--- src/rtl/vedic_pkg.sv ---
// Shared types and helpers for the digit-serial Vedic multiplier controller.
package vedic_pkg;

    typedef enum logic [1:0] {
        IDLE = 2'd0,
        BUSY = 2'd1,
        DONE = 2'd2
    } vmc_state_t;

    localparam int DIGW = 2;

    function automatic int ndig(input int width);
        return width / DIGW;
    endfunction

endpackage

--- src/rtl/vedic_mul2_core.sv ---
// Combinational 2x2 Vedic (Urdhva Tiryagbhyam) multiplier core built from two half adders.
module vedic_mul2_core (
    input  logic [1:0] x,
    input  logic [1:0] y,
    output logic [3:0] p
);

    logic cross_lo;
    logic cross_hi;
    logic cross_carry;
    logic vert_hi;

    assign cross_lo    = x[1] & y[0];
    assign cross_hi    = x[0] & y[1];
    assign cross_carry = cross_lo & cross_hi;
    assign vert_hi     = x[1] & y[1];

    assign p[0] = x[0] & y[0];
    assign p[1] = cross_lo ^ cross_hi;
    assign p[2] = vert_hi ^ cross_carry;
    assign p[3] = vert_hi & cross_carry;

endmodule

--- src/rtl/vedic_mul_seq_ctrl.sv ---
// Digit-serial WIDTH x WIDTH unsigned multiplier reusing one 2x2 Vedic core, one digit pair per cycle.
// Optional build macro VEDIC_ZERO_SKIP_EN: zero operands bypass the BUSY sequence.
module vedic_mul_seq_ctrl
    import vedic_pkg::*;
#(
    parameter int WIDTH = 8
) (
    input  logic                 clk,
    input  logic                 rst_n,
    input  logic                 in_valid,
    output logic                 in_ready,
    input  logic [WIDTH-1:0]     a,
    input  logic [WIDTH-1:0]     b,
    output logic                 out_valid,
    input  logic                 out_ready,
    output logic [2*WIDTH-1:0]   product,
    output logic                 busy
);

    localparam int NDIG = ndig(WIDTH);
    localparam int CW   = (NDIG > 1) ? $clog2(NDIG) : 1;
    localparam int PW   = 2 * WIDTH;
    localparam logic [CW-1:0] LAST_IDX = CW'(NDIG - 1);

    if ((WIDTH < 2) || ((WIDTH % 2) != 0)) begin : g_width_check
        $error("vedic_mul_seq_ctrl: WIDTH must be even and >= 2");
    end

    vmc_state_t        state;
    logic [WIDTH-1:0]  a_reg;
    logic [WIDTH-1:0]  b_reg;
    logic [CW-1:0]     i_cnt;
    logic [CW-1:0]     j_cnt;
    logic [PW-1:0]     acc;
    logic [PW-1:0]     product_reg;

    logic [DIGW-1:0]   a_dig;
    logic [DIGW-1:0]   b_dig;
    logic [3:0]        core_p;
    logic [CW:0]       dig_sum;
    logic [CW+1:0]     shamt;
    logic [PW-1:0]     term;
    logic [PW-1:0]     acc_next;
    logic              last_pair;
    logic              accept;

    assign a_dig = a_reg[{i_cnt, 1'b0} +: DIGW];
    assign b_dig = b_reg[{j_cnt, 1'b0} +: DIGW];

    vedic_mul2_core u_core (
        .x (a_dig),
        .y (b_dig),
        .p (core_p)
    );

    // Partial product weight is 4^(i+j), i.e. a left shift of 2*(i+j) bits.
    assign dig_sum = {1'b0, i_cnt} + {1'b0, j_cnt};
    assign shamt   = {dig_sum, 1'b0};

    always_comb begin
        term      = '0;
        term[3:0] = core_p;
        term      = term << shamt;
    end

    assign acc_next  = acc + term;
    assign last_pair = (i_cnt == LAST_IDX) && (j_cnt == LAST_IDX);
    assign accept    = in_valid && in_ready;

    always_ff @(posedge clk or negedge rst_n) begin
        if (!rst_n) begin
            state       <= IDLE;
            a_reg       <= '0;
            b_reg       <= '0;
            i_cnt       <= '0;
            j_cnt       <= '0;
            acc         <= '0;
            product_reg <= '0;
        end else begin
            case (state)
                IDLE: begin
                    if (accept) begin
                        a_reg <= a;
                        b_reg <= b;
                        i_cnt <= '0;
                        j_cnt <= '0;
                        acc   <= '0;
`ifdef VEDIC_ZERO_SKIP_EN
                        if ((a == '0) || (b == '0)) begin
                            product_reg <= '0;
                            state       <= DONE;
                        end else begin
                            state <= BUSY;
                        end
`else
                        state <= BUSY;
`endif
                    end
                end
                BUSY: begin
                    acc <= acc_next;
                    // The final pair's sum goes straight to the product so out_valid rises on this edge.
                    if (last_pair) begin
                        product_reg <= acc_next;
                        i_cnt       <= '0;
                        j_cnt       <= '0;
                        state       <= DONE;
                    end else if (j_cnt == LAST_IDX) begin
                        j_cnt <= '0;
                        i_cnt <= i_cnt + CW'(1);
                    end else begin
                        j_cnt <= j_cnt + CW'(1);
                    end
                end
                DONE: begin
                    if (out_ready) begin
                        state <= IDLE;
                    end
                end
                default: begin
                    state <= IDLE;
                end
            endcase
        end
    end

    assign in_ready  = (state == IDLE);
    assign out_valid = (state == DONE);
    assign busy      = (state == BUSY);
    assign product   = product_reg;

endmodule

--- config.mk ---
export PLATFORM = sky130hd
export DESIGN_NAME = vedic_mul_seq_ctrl
export DESIGN_NICKNAME = d
export VERILOG_FILES = /design/src/rtl/vedic_pkg.sv /design/src/rtl/vedic_mul2_core.sv /design/src/rtl/vedic_mul_seq_ctrl.sv
export SDC_FILE = /design/constraint.sdc
export NUM_CORES = 1
export LEC_CHECK = 0
export ABC_AREA = 1
export BUFFER_PORTS_ARGS = -buffer_cell sky130_fd_sc_hd__buf_2
export CORE_AREA = 5 5 92 94
export DETAILED_ROUTE_END_ITERATION = 10
export DIE_AREA = 0 0 97 99
export PLACE_DENSITY = 0.71
export SETUP_SLACK_MARGIN = 0.15
export SLEW_MARGIN = 20
export SYNTH_ARGS = -nofsm -noshare
export SYNTH_HDL_FRONTEND = slang
export SYNTH_SLANG_ARGS = --single-unit
--- constraint.sdc ---
create_clock -name clk -period 10 [get_ports clk]
set_clock_uncertainty 0.2 [all_clocks]
set_input_delay 1 -clock clk [delete_from_list [all_inputs] [get_ports clk]]
set_output_delay 1 -clock clk [all_outputs]
set_load 0.005 [all_outputs]
# [Word level (Yosys, flattened, before mapping)]
# Cells that the tools add are included.
[op_classes] n_addsub=4 n_eq_ne=8 muxes=13 reduce_logical=9 bitwise=8 shifts=3
[ops] op="$pmux W16 S2" count=1
[ops] op="$add A16 B16 Y16" count=1
[ops] op="$mux W16" count=1
[ops] op="$mux W2" count=8
[ops] op="$shiftx A8 B4 Y2" count=2
[ops] op="$shl A4 B4 Y16" count=1
[ops] op="$pmux W2 S2" count=2
[ops] op="$and A1 B1 Y1" count=6
[ops] op="$eq A2 B2 Y1 const B" count=3
[ops] op="$ne A2 B1 Y1 const B" count=3
[ops] op="$pmux W2 S3" count=1
[ops] op="$reduce_and A2 Y1" count=3
[ops] op="$reduce_and A3 Y1" count=2
[ops] op="$add A2 B1 Y2 const B" count=2
[ops] op="$add A2 B2 Y3" count=1
[ops] op="$ne A3 B1 Y1 const B" count=1
[ops] op="$eq A2 B1 Y1 const B" count=1
[ops] op="$logic_and A1 B1 Y1" count=2
[ops] op="$logic_not A2 Y1" count=1
[ops] op="$reduce_bool A2 Y1" count=1
[ops] op="$xor A1 B1 Y1" count=2
[word_totals] ff_bits=54

# [Logic depth before layout (Yosys ltp)]
[logic_depth] word_depth=7 depth_mapped=21 mapped_depth_nobuf=21

# [Cells and area by module]
# A second synthesis with hierarchy kept.
[unflattened] cells_unflattened=469 area_unflattened_um2=3344.5
[modules_own_cells] module="vedic_mul_seq_ctrl" seq_area_each_um2=1351.3 area_each_um2=3289.4 cells_each=459 instances=1
[modules_own_cells] module="vedic_mul2_core" seq_area_each_um2=0.0 area_each_um2=55.1 cells_each=10 instances=1

# [Least setup slack after synthesis]
# No wires, ideal clock.
[synth_path] kind="register -> register" start="register i_cnt[0]" end="register acc[8]" required_ns=9.683 n_path_buf=1 path_slack_ns=6.810 arrival_time_ns=2.872 path_stages_with_launch=17 setup_time_ns=0.117 path_cell_list="dfrtp_1 > ha_1 > inv_1 > fa_1 > clkbuf_2 > inv_1 > nor4_1 > ha_1 > inv_1 > fa_1 > inv_1 > nand3_1 > nand3_1 > a21oi_1 > or2_1 > nand3_1 > nand2_1"
[synth_via] elab_chain_cells=7 word_cells_on_any_way=13 classes_between="add/sub (2); shift (2); mux (1); bitwise (8)"
[synth_rtl] element="start: declaration" line="vedic_mul_seq_ctrl.sv:32" text="logic [CW-1:0] i_cnt;"
[synth_rtl] element="start signal: assignment" line="vedic_mul_seq_ctrl.sv:110" text="i_cnt <= i_cnt + CW'(1);"
[synth_rtl] element="$shiftx A8 B4 Y2" line="vedic_mul_seq_ctrl.sv:47" text="assign a_dig = a_reg[{i_cnt, 1'b0} +: DIGW];"
[synth_rtl] element="$and A1 B1 Y1 (on tied branches)" line="vedic_mul2_core.sv:13, vedic_mul2_core.sv:14"
[synth_rtl] element="$and A1 B1 Y1" line="vedic_mul2_core.sv:15" text="assign cross_carry = cross_lo & cross_hi;"
[synth_rtl] element="$xor A1 B1 Y1 or $and A1 B1 Y1 (tied branches)" line="vedic_mul2_core.sv:20, vedic_mul2_core.sv:21"
[synth_rtl] element="$shl A4 B4 Y16 *" line="vedic_mul_seq_ctrl.sv:63" text="term = term << shamt;"
[synth_rtl] element="$add A16 B16 Y16 *" line="vedic_mul_seq_ctrl.sv:66" text="assign acc_next = acc + term;"
[synth_rtl] element="$pmux W16 S2 *" line="vedic_mul_seq_ctrl.sv:80" text="case (state)"
[synth_rtl] element="end signal: assignment" line="vedic_mul_seq_ctrl.sv:101" text="acc <= acc_next;"
[synth_rtl] element="end: declaration" line="vedic_mul_seq_ctrl.sv:34" text="logic [PW-1:0] acc;"
# Every way passes the cells marked *; elsewhere a longest branch is shown, timed or not.
# A chain may end at the register's enable or synchronous reset.

# [Worst setup path in the final report]
# Ends and elaborated chain as after synthesis.

==> flow_summary_export.csv <==
group,metric,value,unit
drt,routed_via_density,4.92,
sta,setup-tns-final,0,ns
logic_synthesis,syn_area,3430,µm²
critical_path,rrSetupSlack,6.50,ns
sta,fin_crit,3.50,ns
critical_path,worstSetupPathType,"reg2reg",
critical_path,critPathLaunch,"i_cnt[0]$_DFFE_PN0P_",
sta,setup_viol_count_final,0,
logic_synthesis,synth_seq_area_share,39.3,%
sta,hold_slack,0.281,ns
cts,postCtsSetupBuffers,0,
logic_synthesis,synth_top_area_cell,"dfrtp_1",
grt,antenna_found_initial,0,
place,port-buffer-count,38,
logic_synthesis,synthArstFlopShare,100,%
critical_path,r2r-start,"i_cnt[0]$_DFFE_PN0P_",
drt,drcViolationCount,0,
cts,clk_latency,0.32,ns
cells_and_area,antenna_cells,0,
sta,worstMarginPinSlew,0.677,ns
critical_path,worst_r2r_endpoint,"acc[8]$_DFFE_PN0P_",
floorplan,die_w,97,µm
cells_and_area,layout-drive-gt1-share,11.8,%
cts,cts.sinks,54,
cts,hold_buffers,0,
logic_synthesis,synthCells,487,
drt,vias,3082,
critical_path,arrival,3.52,ns
drt,dr.pass1.iters,4,
drt,drt_iter0_drc,139,
drt,wire_per_inst,12.7,µm
cells_and_area,area_growth,10.4,%
logic_synthesis,synth_edf_count,0,
power,total_power,0.00125,W
grt,grt_pass1_wl,13800,µm
logic_synthesis,synth.distinct_cells,35,
logic_synthesis,synth_ff_type,"dfrtp_1",
logic_synthesis,avgSynthCellArea,7.05,µm²
place,dpl.hpwl,5960,µm
grt,track_usage,17.2,%
grt,grt_start_max_net_pins,55,
cts,cts-root-buf,"clkbuf_8",
place,place.gp.congestion,0.942,
grt,overflow,0,
cts,clk_pin_slew_worst_paths,0.10,ns
cts,cts_buffers,5,
power,ir_drop,0.000144,V
critical_path,crit_required,10.02,ns
critical_path,slowest_delay,0.61,ns
sta,slew_headroom,54.8,%
logic_synthesis,syn-num-nets,530,
power,power.leakage,2.19,nW
critical_path,cp_num_cells,15,
sta,rsz0062_at_grt,"no",
critical_path,critPathBufInv,4,
floorplan,placementRows,32,
logic_synthesis,synth_top_area_share,39.3,%
cts,cts_buffer_depth,2,
critical_path,path_common_cell,"inv_1",
floorplan,die_h,99,µm
grt,grt_pass1_vias,3029,
sta,max_freq,0.286,GHz
critical_path,reg2reg_depth,15,
critical_path,start_kind,"flop",
floorplan,io_pins,39,
critical_path,cp_top_family,"adder cells",
cts,cts_max_level,2,
critical_path,crit_path_max_fanout,8,
sta,fin_crit_sh,35.0,%
sta,hold_viol,0,
job,max_cap_violations,0,
floorplan,coreArea,7570,µm²
cells_and_area,nNetsFinal,567,
critical_path,endpoint,"acc[8]$_DFFE_PN0P_",
floorplan,initial_core_util,45.4,%
drt,drt_wl_total,7960,µm
sta,final_max_slew_viol_count,0,
floorplan,dieArea,9600,µm²
drt,drtAntennaViolNets,0,
logic_synthesis,synth_area_leaders,"dfrtp_1 (39%), nand2_1 (23%), ha_1 (7.7%)",
hold_path,min_path_type,"reg2reg",
critical_path,cp-end-kind,"flop",
cts,tritoncts,"done",
critical_path,critical_path.cell_chain,"ha_1 > inv_1 > fa_1 > inv_1 > nor4_1 > ha_1 > inv_1 > fa_1 > inv_1 > nand3_1 > nand3_1 > a21oi_1 > or2_1 > nand3_1 > nand2_1",
critical_path,critPathSlowestCell,"fa_1",
status,outcome,"finished clean",
logic_synthesis,synth_seq_cells,54,
cts,ctsResizeCount,0,
power,cellPowerDensity,330,nW/µm²
logic_synthesis,yosys_warnings,0,
## routing by layer
layer / wire (µm) / part of all wire (%) / GRT usage [%] / up-vias
li1: - / - / - / 1596
met1: 3710 / 47 / 21.7 / 1415
met2: 3800 / 48 / 30.5 / 61
met3: 367 / 4.6 / 3.11 / 10
met4: 86 / 1.1 / 4.32 / 0
met5: 0 / 0 / 0 / -
## layout by cell type, fill, tap and decap left out, types with 3 or more instances in the layout
cell,synthesis,layout
ha_1,21,21
nor2_1,31,31
a21oi_1,10,10
nand3b_1,3,3
dfrtp_1,54,54
inv_1,52,52
or2_1,5,5
clkbuf_8,0,6
inv_2,7,7
o21ai_1,11,11
nor3_1,3,3
nand4_1,3,3
nand2_1,212,212
o21ai_0,5,5
nand3_1,39,39
buf_2,2,38
## synth_stat cells (all sizes together) (5+ instances only)
cell / n
nand2: 213
nand3: 40
a21oi: 10
nor2: 35
ha: 21
inv: 60
or2: 5
buf: 8
dfrtp: 54
o21ai: 16
## power by group
group / switching, W / internal (W)
Sequential: 0.0000630 / 0.000316
Clock: 0.0000756 / 0.0000559
Combinational: 0.000474 / 0.000268
Total: 0.000613 / 0.000640
## worst min path at each step
| stage | endpoint | slack (ns) | startpoint | cells after the start |
|---|---|---|---|---|
| 2_1_floorplan | a_reg[2]$_DFFE_PN0P_ | 0.25 | a_reg[2]$_DFFE_PN0P_ | 2 |
| 3_3_place_gp | product[6]$_DFFE_PN0P_ | 0.26 | product[6]$_DFFE_PN0P_ | 2 |
| 3_5_place_dp | product[6]$_DFFE_PN0P_ | 0.26 | product[6]$_DFFE_PN0P_ | 2 |
| 4_1_cts | product[6]$_DFFE_PN0P_ | 0.29 | product[6]$_DFFE_PN0P_ | 2 |
| 5_1_grt | product[15]$_DFFE_PN0P_ | 0.31 | product[15]$_DFFE_PN0P_ | 2 |
| 6_report | product[6]$_DFFE_PN0P_ | 0.28 | product[6]$_DFFE_PN0P_ | 2 |
## layout make-up
type	instances	area, µm²
fillers	799	3780
multi-input cells	362	1780
flip-flops and latches	54	1350
inverters	61	231
repair buffers	40	205
well taps	102	128
clock buffers	6	82.6
clock inverters	2	12.5
## logic make-up (layout without fill, tap and decap cells)
logic type	after synthesis	count (layout)	share of synthesized area [%]
buffers and inverters	71	109	8.82
DFF	54	54	39.3
and+or+nand+nor	303	303	36.9
xor gates and xnor gates	3	3	0.765
AOI/OAI and AO/OA	33	33	5.39
adders and majority gates	23	23	8.82
## metrics by stage
stage	instance area (µm²)	setup slack [ns]	utilization (%)	std cells
2_1_floorplan	3430	6.81	-	487
3_3_place_gp	3700	6.64	48.8	619
3_5_place_dp	3700	6.54	48.8	619
4_1_cts	3790	6.53	50.1	627
5_1_grt	3790	6.13	50.1	627
6_report	3790	6.50	50.1	627
## worst min-delay path: stages (launching register included)
cell	delay, ns
dfrtp_1	0.35
nand2_1	0.05
nand2_1	0.05
Note: power is estimated with default switching activity, not from simulation.
